**src/rtl/updown_counter_param.sv**
```systemverilog
// Up/down counter stepped by an internal clock-enable prescaler, with
// synchronous load, wrap/saturate limit handling and a registered terminal-count pulse.
module updown_counter_param #(
    parameter int WIDTH = 4,
    parameter int DIV   = 25000000
) (
    input  logic             clk,
    input  logic             rst,
    input  logic             en,
    input  logic             mode,
    input  logic             sat,
    input  logic             load,
    input  logic [WIDTH-1:0] load_val,
    output logic [WIDTH-1:0] count,
    output logic             tick,
    output logic             tc
);

    localparam int               PRE_W   = (DIV > 1) ? $clog2(DIV) : 1;
    localparam logic [PRE_W-1:0] PRE_MAX = PRE_W'(DIV - 1);
    localparam logic [WIDTH-1:0] CNT_MAX = '1;

    logic [PRE_W-1:0] pre;
    logic             at_limit;
    logic [WIDTH-1:0] stepped;

    // Gated by rst so the strobe drops the instant reset asserts.
    assign tick = en & ~rst & (pre == PRE_MAX);

    // Plain modulo arithmetic already yields the wrapped value at a limit.
    always_comb begin
        at_limit = mode ? (count == CNT_MAX) : (count == '0);
        stepped  = mode ? count + 1'b1 : count - 1'b1;
    end

    // NOTE: sequential state uses non-blocking assignments so every register
    // samples pre-edge values, independent of statement order.
    always_ff @(posedge clk or posedge rst) begin
        if (rst) begin
            pre <= '0;
        end else if (load || tick) begin
            pre <= '0;
        end else if (en) begin
            pre <= pre + 1'b1;
        end
    end

    always_ff @(posedge clk or posedge rst) begin
        if (rst) begin
            count <= '0;
            tc    <= 1'b0;
        end else if (load) begin
            count <= load_val;
            tc    <= 1'b0;
        end else if (tick) begin
            tc    <= at_limit;
            count <= (at_limit && sat) ? count : stepped;
        end else begin
            tc    <= 1'b0;
        end
    end

endmodule

```
**config.mk**
```make
export PLATFORM = sky130hd
export DESIGN_NAME = updown_counter_param
export DESIGN_NICKNAME = d
export VERILOG_FILES = /design/src/rtl/updown_counter_param.sv
export SDC_FILE = /design/constraint.sdc
export NUM_CORES = 1
export LEC_CHECK = 0
export ABC_AREA = 1
export BUFFER_PORTS_ARGS = -buffer_cell sky130_fd_sc_hd__buf_2
export CAP_MARGIN = 20
export CORE_MARGIN = 1.5
export CORE_UTILIZATION = 48
export DETAILED_ROUTE_END_ITERATION = 7
export GPL_TIMING_DRIVEN = 0
export HOLD_SLACK_MARGIN = 0.15
export PLACE_DENSITY = 0.79
export SLEW_MARGIN = 0
export SYNTH_ARGS = -nofsm -noshare
export SYNTH_HDL_FRONTEND = slang
export SYNTH_SLANG_ARGS = --single-unit
export TNS_END_PERCENT = 50
```
**constraint.sdc**
```tcl
create_clock -name clk -period 1.65 [get_ports clk]
set_clock_uncertainty 0.15 [all_clocks]
set_input_delay 0.165 -clock clk [delete_from_list [all_inputs] [get_ports clk]]
set_output_delay 0.165 -clock clk [all_outputs]
set_load 0.01 [all_outputs]
```
### After elaboration in Yosys (flattened, before gate mapping)

Cells that the tools add are included.

* bits in registers: 30
* input port bits: 10
* output and inout bits: 6
* logic and storage cells: 27

* eq/ne operators: 3
* reduce and logical (&&, ||, !) cells: 6
* add/sub/neg operators: 3
* bitwise logic cells: 3
* multiplexer cells: 9

Operators by type and width (number)
* $mux W25: 2
* $add A25 B1 Y25 const B: 1
* $eq A25 B25 Y1 const B: 1
* $mux W4: 4
* $add A4 B1 Y4 const B: 1
* $eq A4 B4 Y1 const B: 1
* $logic_not A4 Y1: 1
* $reduce_bool A2 Y1: 2
* $sub A4 B1 Y4 const B: 1
* $mux W1: 3
* $and A1 B1 Y1: 2
* $ne A2 B2 Y1 const B: 1
* $reduce_and A2 Y1: 1
* $logic_and A1 B1 Y1: 1
* $logic_or A1 B1 Y1: 1
* $not A1 Y1: 1

### Depth between registers and ports, before layout

* word-level depth: 6
* mapped depth: 10
* gate-level depth less buffers: 10

### Worst setup path before layout

OpenSTA, ideal clock, no wires.

* kind: input -> register
* from: input rst
* to: register pre[2]
* path slack: -0.226 ns
* stages: 7
* setup time: 0.123 ns
* data required time: 1.377 ns
* path buffers: 1
* data arrival time: 1.603 ns
* cell sequence: inv_1 > nand3_1 > nor3_2 > nand2_2 > nand2_4 > buf_4 > nor3_1

* word-level cells in the longest chain between the ends: 5

RTL lines
* start, declared: RTL line 8 `input logic rst,`
* $not A1 Y1 *: RTL line 28 `assign tick = en & ~rst & (pre == PRE_MAX);`
* $and A1 B1 Y1 * (2 in series): RTL line 28
* $logic_or A1 B1 Y1 *: RTL line 41 `end else if (load || tick) begin`
* $mux W25 or $reduce_bool A2 Y1 (tied branches)
* end signal, assigned: RTL line 44 `pre <= pre + 1'b1;`
* end, declared: RTL line 23 `logic [PRE_W-1:0] pre;`

Mark *: on every way between the ends. The rest lies on a longest branch, timed or not.
A chain may end at the register's enable or synchronous reset.

### Worst setup path in the final report

* from: register pre[0]
* to: register pre[12]

* word-level cells in the longest chain between the ends: 4

RTL lines
* parallel branches: the longest is 4 deep, another holds $add A25 B1 Y25

Parallel ways; which one is timed is not known. The select of a mux whose other input is x is not followed.

==> summary.txt <==
Pleak -> 0.00121 uW
CP Cell Sequence -> ha_4 > nand2_1 > nor2_4 > nand2_1 > nor2_1 > a21oi_1 > nor3_1
clock buffer depth -> 2
port bufs -> 14
hold crit path type -> input port to flip-flop
area delta synth->final -> 34.2%
outcome -> finished, violations left
Main synth FF type -> dfrtp_1
wire per inst -> 14.4 um
Die Area -> 4400 sq um
Skew-Pair Late Insertion Delay -> 0.29 ns
number of global-route vias before repair -> 1983
# H-tree levels -> 2
Async SR Flop Fraction -> 1.00
die height -> 66.3 um
fraction of layout cells with a size suffix above 1 -> 0.271
failing checks -> negative setup slack
RSZ-0062 raised after global routing -> yes
Num CTS Buffers -> 5
Post-Syn Area per Cell -> 6.92 sq um
Startpoint Class -> flip-flop
PnR Total Power -> 1670 uW
Power per Cell Area -> 645 nW/um^2
VDD IR max -> 436 uV
Seq/Total Area, Yosys -> 0.390
most common cell after layout, fill and taps aside -> nand2_1
initial drt markers -> 167
fin crit period -> 1.73 ns
grt ovf -> 0
Slew Limit Fails -> 0
CTS tree -> done
DRT Pass-1 Iters -> 4
Post-synth EDFFs -> 0
site row count -> 22
WP data required -> 1.70 ns
count of cell types in the netlist -> 27
largest net degree at the start of global routing -> 16
Initial Util -> 0.514
first-pass GRT wire length -> 8.89 mm
GRT Total Usage -> 0.270
antenna cells -> 0
PnR worst setup slack -> -0.0771 ns
Vias/cell -> 5.37
critical-path maximum fanout -> 5
final-stage net count -> 349
Critical Path AT -> 1.78 ns
Cell Area, Placed -> 2060 sq um
post-synth net total -> 292
overall routed net length -> 5.53 mm
most frequent cells in the layout -> nand2_1 (73), nor2_1 (39), dfrtp_1 (28)
Mapped Cells -> 278
Least-Margin Pin Slew -> 0.772 ns
slowest CP cell -> dfrtp_1
Cell Area, Synth -> 1920 sq um
Finish-stage setup viols -> 29
slew margin rel. -> 0.482
via count -> 2061
most frequent CP cell -> nand2_1
synthesis-stage register bit count -> 30
drt drc -> 0
die width -> 66.3 um
Reg clk slew, reported paths -> 0.07 ns
max_cap viols -> 0
RePlAce Congestion -> 0.884
clock sink total -> 30
CTS Root Cell -> clkbuf_8
antenna violations before repair -> 0
synth warn -> 0
core area -> 3740 sq um
crit path capture type -> flip-flop
Crit path largest cell delay -> 0.40 ns
Post-DRT Antenna Nets -> 0
fin crit share -> 1.05
maximum clock rate -> 579 MHz
Final HPWL DP -> 3.22 mm
Fin. Hold Viols -> 0
final instance area -> 2580 sq um
Crit Path Category -> flip-flop to flip-flop
io pins -> 16
[path summary, 6_finish.rpt]
kind                                      start                   end  slack [ns]  depth (start not counted)
setup / recovery             pre[0]$_DFFE_PP0P_   pre[12]$_DFFE_PP0P_       -0.08                          7
hold / removal                             load  count[1]$_DFFE_PP0P_        0.19                          5
setup reg to reg             pre[0]$_DFFE_PP0P_   pre[12]$_DFFE_PP0P_       -0.08                          7
hold reg to reg            count[3]$_DFFE_PP0P_  count[3]$_DFFE_PP0P_        0.38                          2
max in group asynchronous                   rst    pre[3]$_DFFE_PP0P_        0.34                          3
min in group asynchronous                   rst  count[2]$_DFFE_PP0P_        0.46                          3
[sequential cells by signal (all words and copies together), names as in the netlist]
register  cells
count         4
tc            1
pre          25
[worst max-delay path: cells and delay by family (launching register included)]
family                     cells  cell delay (ns)
DFF                            1             0.40
adders and majority gates      1             0.18
AOI/OAI and AO/OA              1             0.10
and+or+nand+nor                5             0.80
[metal layers]
metal	vias to the layer above	wire length (um)	track usage
li1	1010	-	-
met3	10	415	0.0681
met4	0	107	0.0893
met2	83	2690	0.438
met1	958	2320	0.350
met5	-	0	0
[cells in the mapped netlist, types with 3 or more instances]
cell type	n	area, sq um
nor2_1	46	173
dfrtp_1	30	751
nor3_1	13	65.1
o21ai_0	5	25.0
ha_1	3	37.5
a21oi_1	7	35.0
nor2_2	4	25.0
nand4_1	6	37.5
nand3_1	29	145
inv_1	32	120
nand2_1	77	289
nor3b_1	5	37.5
[through the flow]
step | hold slack [ns] | worst slack [ns] | TNS [ns] | std cells | util
after floorplan | -0.0651 | 0.0684 | 0 | 278 | -
after global placement | 0.136 | -0.418 | -10.51 | 340 | 0.549
after detailed placement | 0.146 | -0.454 | -11.52 | 340 | 0.549
after CTS | 0.153 | -0.0288 | -0.277 | 376 | 0.641
after global routing | 0.245 | -0.159 | -3.55 | 384 | 0.690
final | 0.187 | -0.0771 | -1.35 | 384 | 0.690
[power by group]
part | internal, uW | leakage [uW] | switching [uW]
clock | 336 | 0.0000482 | 284
sequential | 758 | 0.000408 | 35.5
combinational | 107 | 0.000751 | 145
total | 1200 | 0.00121 | 465
[cell families (layout without fill, tap and decap cells)]
kind of cell | after synthesis | in the layout | share of synthesized area
adder cells (fa/ha/maj) | 4 | 4 | 0.0299
AO/OA/AOI/OAI | 15 | 15 | 0.0397
flip-flops | 30 | 30 | 0.390
XOR/XNOR | 3 | 3 | 0.0137
AND/OR/NAND/NOR | 189 | 189 | 0.446
buffers and inverters | 37 | 95 | 0.0800
[cell type report]
| class | count | area (sq um) |
|---|---|---|
| fillers | 322 | 1160 |
| well taps | 48 | 60.1 |
| multi-input cells | 211 | 1130 |
| inverters | 33 | 130 |
| repair inverters | 1 | 5.00 |
| plain buffers | 4 | 33.8 |
| clock inverters | 1 | 5.00 |
| flip-flops and latches | 30 | 753 |
| repair buffers | 49 | 377 |
| clock buffers | 7 | 86.3 |
[what timing repair did]
| action | 4_1_cts | 5_1_grt |
|---|---|---|
| setup buffers | 20 | 6 |
| gates cloned | 1 | 1 |
| setup endpoints to repair | 27 | 31 |
| hold endpoints to repair | 37 | 1 |
| resized for setup | 9 | 27 |
| hold buffers | 7 | 1 |
| pin swaps | 7 | 6 |
(Power assumes the default switching activity.)
